--- src/rtl/gpio_pad_pkg.sv ---
// Purpose: shared defaults and constants for the GPIO pad bank and its channel filter.
// Latency: n/a (constants only).
// Backpressure: n/a.
package gpio_pad_pkg;

  localparam int DEF_CHANNELS     = 16;
  localparam int DEF_SYNC_STAGES  = 2;
  localparam int DEF_FILTER_WIDTH = 8;

  // A filter length of zero means the stable value follows the synchroniser every cycle.
  localparam int FILTER_BYPASS    = 0;

endpackage

--- src/rtl/gpio_pad_filter.sv ---
// Purpose: one GPIO input channel: synchroniser, glitch filter, stable register, edge-pending bit.
// Latency: pad_in edge -> stable = SYNC_STAGES + filter_len + 1 cycles; pending one cycle later.
// Backpressure: none; free-running per clock.
//
// Ports:
//   clk, rst_n      clock, asynchronous active-low reset
//   pad_in          raw pad input (asynchronous to clk)
//   filter_len      stable cycles required before accepting a change
//   irq_rise_en     set pending on filtered rising edge
//   irq_fall_en     set pending on filtered falling edge
//   irq_clear       clears pending (a coincident new edge wins)
//   stable          filtered, synchronised pad value
//   pending         sticky edge-pending bit
module gpio_pad_filter
  import gpio_pad_pkg::*;
#(
  parameter int SYNC_STAGES  = DEF_SYNC_STAGES,
  parameter int FILTER_WIDTH = DEF_FILTER_WIDTH
) (
  input  logic                    clk,
  input  logic                    rst_n,
  input  logic                    pad_in,
  input  logic [FILTER_WIDTH-1:0] filter_len,
  input  logic                    irq_rise_en,
  input  logic                    irq_fall_en,
  input  logic                    irq_clear,
  output logic                    stable,
  output logic                    pending
);

  logic [SYNC_STAGES-1:0]  sync_q;
  logic                    sync;
  logic [FILTER_WIDTH-1:0] cnt_q;
  logic [FILTER_WIDTH-1:0] cnt_d;
  logic                    stable_d;
  logic                    prev_q;
  logic                    accept;
  logic                    rise;
  logic                    fall;

  assign sync = sync_q[SYNC_STAGES-1];

  // ">=" rather than "==" so that shrinking filter_len below a count already in
  // progress accepts on the next edge instead of counting on and wrapping.
  assign accept = (filter_len == FILTER_WIDTH'(FILTER_BYPASS)) || (cnt_q >= filter_len);

  always_comb begin
    cnt_d    = '0;
    stable_d = stable;
    if (sync != stable) begin
      if (accept) begin
        stable_d = sync;
        cnt_d    = '0;
      end else begin
        cnt_d    = cnt_q + 1'b1;
      end
    end
  end

  // prev_q resets to the same value as stable, so reset release never looks like an edge.
  assign rise = ~prev_q &  stable;
  assign fall =  prev_q & ~stable;

  always_ff @(posedge clk or negedge rst_n) begin
    if (!rst_n) begin
      sync_q  <= '0;
      cnt_q   <= '0;
      stable  <= 1'b0;
      prev_q  <= 1'b0;
      pending <= 1'b0;
    end else begin
      sync_q  <= {sync_q[SYNC_STAGES-2:0], pad_in};
      cnt_q   <= cnt_d;
      stable  <= stable_d;
      prev_q  <= stable;
      pending <= (pending & ~irq_clear) | (rise & irq_rise_en) | (fall & irq_fall_en);
    end
  end

endmodule

--- src/rtl/gpio_pad_bank.sv ---
// Purpose: GPIO bank between peripheral pins and tristate pads; open-drain, glitch filter, edge IRQs.
// Latency: output path 1 cycle; input path SYNC_STAGES + cfg_filterLen + 1; irq 2 cycles after pins_read.
// Backpressure: none; all paths free-running.
//
// Ports:
//   io_clock, io_reset_n          clock, asynchronous active-low reset
//   pins_write/pins_writeEnable   peripheral output value / drive enable per channel
//   pins_read                     synchronised, filtered pad value (also visible while driving)
//   cfg_openDrain                 per-channel open-drain (drive low only)
//   cfg_filterLen                 glitch-filter length shared by all channels (0 = bypass)
//   cfg_irqRise/cfg_irqFall       per-channel edge enables for irq_pending
//   irq_clear, irq_pending, irq   pending clear pulse, sticky pending bits, registered OR
//   pad_i, pad_o, pad_t           pad buffer connections (pad_t high = high-Z)
module gpio_pad_bank
  import gpio_pad_pkg::*;
#(
  parameter int CHANNELS     = DEF_CHANNELS,
  parameter int SYNC_STAGES  = DEF_SYNC_STAGES,
  parameter int FILTER_WIDTH = DEF_FILTER_WIDTH
) (
  input  logic                    io_clock,
  input  logic                    io_reset_n,
  input  logic [CHANNELS-1:0]     pins_write,
  input  logic [CHANNELS-1:0]     pins_writeEnable,
  output logic [CHANNELS-1:0]     pins_read,
  input  logic [CHANNELS-1:0]     cfg_openDrain,
  input  logic [FILTER_WIDTH-1:0] cfg_filterLen,
  input  logic [CHANNELS-1:0]     cfg_irqRise,
  input  logic [CHANNELS-1:0]     cfg_irqFall,
  input  logic [CHANNELS-1:0]     irq_clear,
  output logic [CHANNELS-1:0]     irq_pending,
  output logic                    irq,
  input  logic [CHANNELS-1:0]     pad_i,
  output logic [CHANNELS-1:0]     pad_o,
  output logic [CHANNELS-1:0]     pad_t
);

  logic [CHANNELS-1:0] pad_o_d;
  logic [CHANNELS-1:0] pad_t_d;

  // Open-drain channels never drive high: the pad is released (high-Z) for a 1
  // and driven to 0 only when enabled with a 0.
  assign pad_o_d = pins_write & ~cfg_openDrain;
  assign pad_t_d = (~pins_writeEnable & ~cfg_openDrain)
                 | (~(pins_writeEnable & ~pins_write) & cfg_openDrain);

  always_ff @(posedge io_clock or negedge io_reset_n) begin
    if (!io_reset_n) begin
      pad_o <= '0;
      pad_t <= '1;
      irq   <= 1'b0;
    end else begin
      pad_o <= pad_o_d;
      pad_t <= pad_t_d;
      irq   <= |irq_pending;
    end
  end

  for (genvar ch = 0; ch < CHANNELS; ch++) begin : g_chan
    gpio_pad_filter #(
      .SYNC_STAGES  (SYNC_STAGES),
      .FILTER_WIDTH (FILTER_WIDTH)
    ) u_filter (
      .clk         (io_clock),
      .rst_n       (io_reset_n),
      .pad_in      (pad_i[ch]),
      .filter_len  (cfg_filterLen),
      .irq_rise_en (cfg_irqRise[ch]),
      .irq_fall_en (cfg_irqFall[ch]),
      .irq_clear   (irq_clear[ch]),
      .stable      (pins_read[ch]),
      .pending     (irq_pending[ch])
    );
  end

endmodule

--- config.mk ---
export PLATFORM = sky130hd
export DESIGN_NAME = gpio_pad_bank
export DESIGN_NICKNAME = d
export VERILOG_FILES = /design/src/rtl/gpio_pad_pkg.sv /design/src/rtl/gpio_pad_filter.sv /design/src/rtl/gpio_pad_bank.sv
export SDC_FILE = /design/constraint.sdc
export NUM_CORES = 1
export LEC_CHECK = 0
export BUFFER_PORTS_ARGS = -buffer_cell sky130_fd_sc_hd__buf_2
export CORE_MARGIN = 4
export CORE_UTILIZATION = 55
export CTS_BUF_LIST = sky130_fd_sc_hd__clkbuf_8
export DETAILED_ROUTE_END_ITERATION = 10
export GPL_ROUTABILITY_DRIVEN = 0
export PLACE_DENSITY = 0.77
export SLEW_MARGIN = 20
export SYNTH_ARGS = -nofsm -noshare
export SYNTH_HDL_FRONTEND = slang
export SYNTH_SLANG_ARGS = --single-unit
--- constraint.sdc ---
create_clock -name io_clock -period 5.1 [get_ports io_clock]
set_input_delay 0.255 -clock io_clock [delete_from_list [all_inputs] [get_ports io_clock]]
set_output_delay 0.255 -clock io_clock [all_outputs]
set_load 0.005 [all_outputs]
==> summary.txt <==
Floorplan
  – DIE AREA: 24900 µm²
  – Initial Utilization: 56.1%
  – Die Height: 158 µm
  – Die width: 158 µm
  – Num ports: 187
  – Site row count: 54
  – Core area: 22000 µm²

Final layout
  – Share of post-route cells with drive strength above 1: 20.0%
  – Commonest non-fill, non-tap cell in the layout: dfrtp_1
  – Non-filler cells, final: 1747
  – Final Cell Area: 15500 µm²
  – P&R area growth vs syn: 25.6%
  – Commonest cells after routing, fill and taps aside: 225 x dfrtp_1, 185 x buf_2, 144 x ha_1, 136 x nor2_1, 113 x dlygate4sd3_1
  – Final core occ: 70.4%
  – Fillcell total: 1580
  – N_diodes: 0
  – Final net count: 1700

Drt
  – TritonRoute pass-1 iters: 5
  – Final WL: 28.1 mm
  – Vias per std cell: 5.35
  – Detail Route Antenna Nets: 0
  – Initial detailed-routing violation count: 497
  – Avg WL per Cell: 16.1 µm
  – Vias post-DR: 9348
  – DRC viols: 0

Timing
  – Slew margin rel.: 34.6%
  – Setup TNS: 0 ps
  – Max Slew Vio Count: 0
  – RSZ-0062 raised after global routing: no
  – Worst Tran Pin Value: 980 ps
  – Final period util: 44.6%
  – Fmax: 439 MHz
  – Setup-failing EPs final: 0
  – Worst Slack Setup Final: 2820 ps
  – Final Hold Fails: 0
  – Hold slack: 240 ps
  – Final min period: 2280 ps
  – Clock skew: 35.7 ps

Synth
  – Synth warn: 0
  – Post-synthesis sequential area ratio: 49.1%
  – Avg Synthesized Cell Area: 11.0 µm²
  – Post-synth net total: 1387
  – Post-synth top area cell: dfrtp_1
  – Seq cells post-synth: 241
  – Ys async rst share: 100%
  – EDFF count, synth: 0
  – Synth top area share: 45.7%
  – Prevailing post-synth register cell: dfrtp_1
  – Ranking of synthesized cells by area: dfrtp_1 46%, ha_1 15%, xor2_1 5.3%, nor2_1 4.1%, dfstp_2 3.4%
  – Gate Count Post-Synth: 1121
  – Synthesized cell area: 12300 µm²
  – Synth cell types: 38

Clock network
  – CTS tree: done
  – CTS Buffer Depth: 3
  – CTS sink cnt: 241
  – Post-CTS resize count: 0
  – Htree depth: 2
  – Post-CTS setup buffer count: 0
  – Clock Pin Slew Worst Setup and Hold Paths: 60 ps
  – Num CTS Buffers: 42
  – CTS root buf: clkbuf_8
  – Later-pin clock latency in the skew report: 540 ps

Outcome
  – Result of the run: completed

Worst setup path
  – Startpoint type of the worst setup path: input pin
  – Top Family by Delay on Critical Path: simple AND/OR/NAND/NOR gates
  – Worst path bufs/invs: 2
  – Slowest-stage cell, CP: inv_1
  – Critical path arrival: 2720 ps
  – Crit path kind: in -> reg
  – Crit-path max cell delay: 580 ps
  – Max FO, Critical Path: 14
  – WP data required: 5550 ps
  – CP cell instances: buf_2 -> inv_1 -> ha_1 -> nor2b_1 -> o211a_1 -> o311ai_0 -> nand4_1 -> nor2_1
  – Worst setup EP type: register

Global routing
  – Tot GR Track Use: 23.4%
  – Largest net degree at the start of global routing: 141
  – Vias in the first global route: 10100
  – First-pass GRT wire length: 47.9 mm
  – Initial antenna violation count: 0
  – GRT Residual Overflow: 0

Pwr
  – PD cells: 383 nW/µm²
  – Power Total: 5.92 mW
  – LEAKAGE: 8.03 nW
  – VDD IR-drop max: 0.000268 V

Worst hold path
  – Worst hold path class: in -> async

Placement
  – # port buffers: 186
  – Placed cell area: 13400 µm²
  – Dpl hpwl: 17.8 mm
  – Setup WS pre-CTS: 2320 ps
  – Total placed cells including tap cells: 1556

Run
  – MaxCap Viol Count: 0
Yosys cell counts, types with 13 or more instances:
cell type	n
xor2_1	74
nand2_1	57
nand3_1	65
a21oi_1	23
dfrtp_1	225
nor3_1	16
nor2b_1	35
buf_4	32
nor2_1	136
ha_1	144
xnor2_1	38
nand3b_1	24
nand4_1	24
inv_1	56
dfstp_2	16
mux2_2	13
o221ai_1	17
and3_1	40
report_power, final:
part,internal [mW],switching [mW]
Sequential,2.25,0.377
Clock,1.11,0.790
Combinational,0.713,0.684
per-layer routing:
metal | vias up | track usage [%] | wire [µm]
met3 | 41 | 5.39 | 2070
met1 | 4536 | 30.2 | 11800
met5 | - | 0 | 0
met4 | 0 | 5.37 | 428
li1 | 4509 | - | -
met2 | 262 | 40.6 | 13800
cell type report:
| class | count | area [µm²] | share of cell area, % |
|---|---|---|---|
| Timing Repair Buffer | 303 | 2130 | 13.8 |
| Clock buffer | 51 | 702 | 4.54 |
| Multi-Input combinational cell | 790 | 5800 | 37.5 |
| Clock inverter | 26 | 220 | 1.42 |
| Sequential cell | 241 | 6050 | 39.1 |
| Tap cell | 280 | 350 | 2.27 |
| Inverter | 56 | 210 | 1.36 |
flip-flops by register name (all words and copies together), names as in the netlist:
name,flops
g_chan.u_filter.stable,16
pad_o,16
g_chan.u_filter.prev_q,16
g_chan.u_filter.cnt_q,128
g_chan.u_filter.pending,16
irq,1
pad_t,16
g_chan.u_filter.sync_q,32
path summary, 6_finish.rpt:
path | start | depth (start not counted) | endpoint | slack (ps)
worst max-delay path | cfg_filterLen[1] | 8 | g_chan[8].u_filter.cnt_q[4] | 2820
worst min-delay path | io_reset_n | 2 | g_chan[14].u_filter.cnt_q[7] | 240
worst max register to register | g_chan[2].u_filter.cnt_q[0] | 7 | g_chan[2].u_filter.stable | 2910
worst min register to register | g_chan[5].u_filter.sync_q[0] | 0 | g_chan[5].u_filter.sync_q[1] | 320
max in group asynchronous | io_reset_n | 3 | pad_t[12] | 3980
min in group io_clock | g_chan[5].u_filter.sync_q[0] | 0 | g_chan[5].u_filter.sync_q[1] | 320
kinds of logic (layout without fill, tap and decap cells):
kind of cell / count (synthesis) / in the layout / share of synthesized area, %
buf+inv: 90 / 436 / 3.79
xor+xnor: 112 / 112 / 7.97
fa+ha+maj: 144 / 144 / 14.6
flops: 241 / 241 / 49.1
compound gates: 96 / 96 / 5.66
simple gates: 422 / 422 / 17.3
mux: 16 / 16 / 1.55
timing repair:
| action | CTS | global route |
|---|---|---|
| endpoints found under the setup margin | 0 | 0 |
| hold buffers | 113 | 0 |
| endpoints found under the hold margin | 189 | 0 |
(Power assumes the default switching activity.)
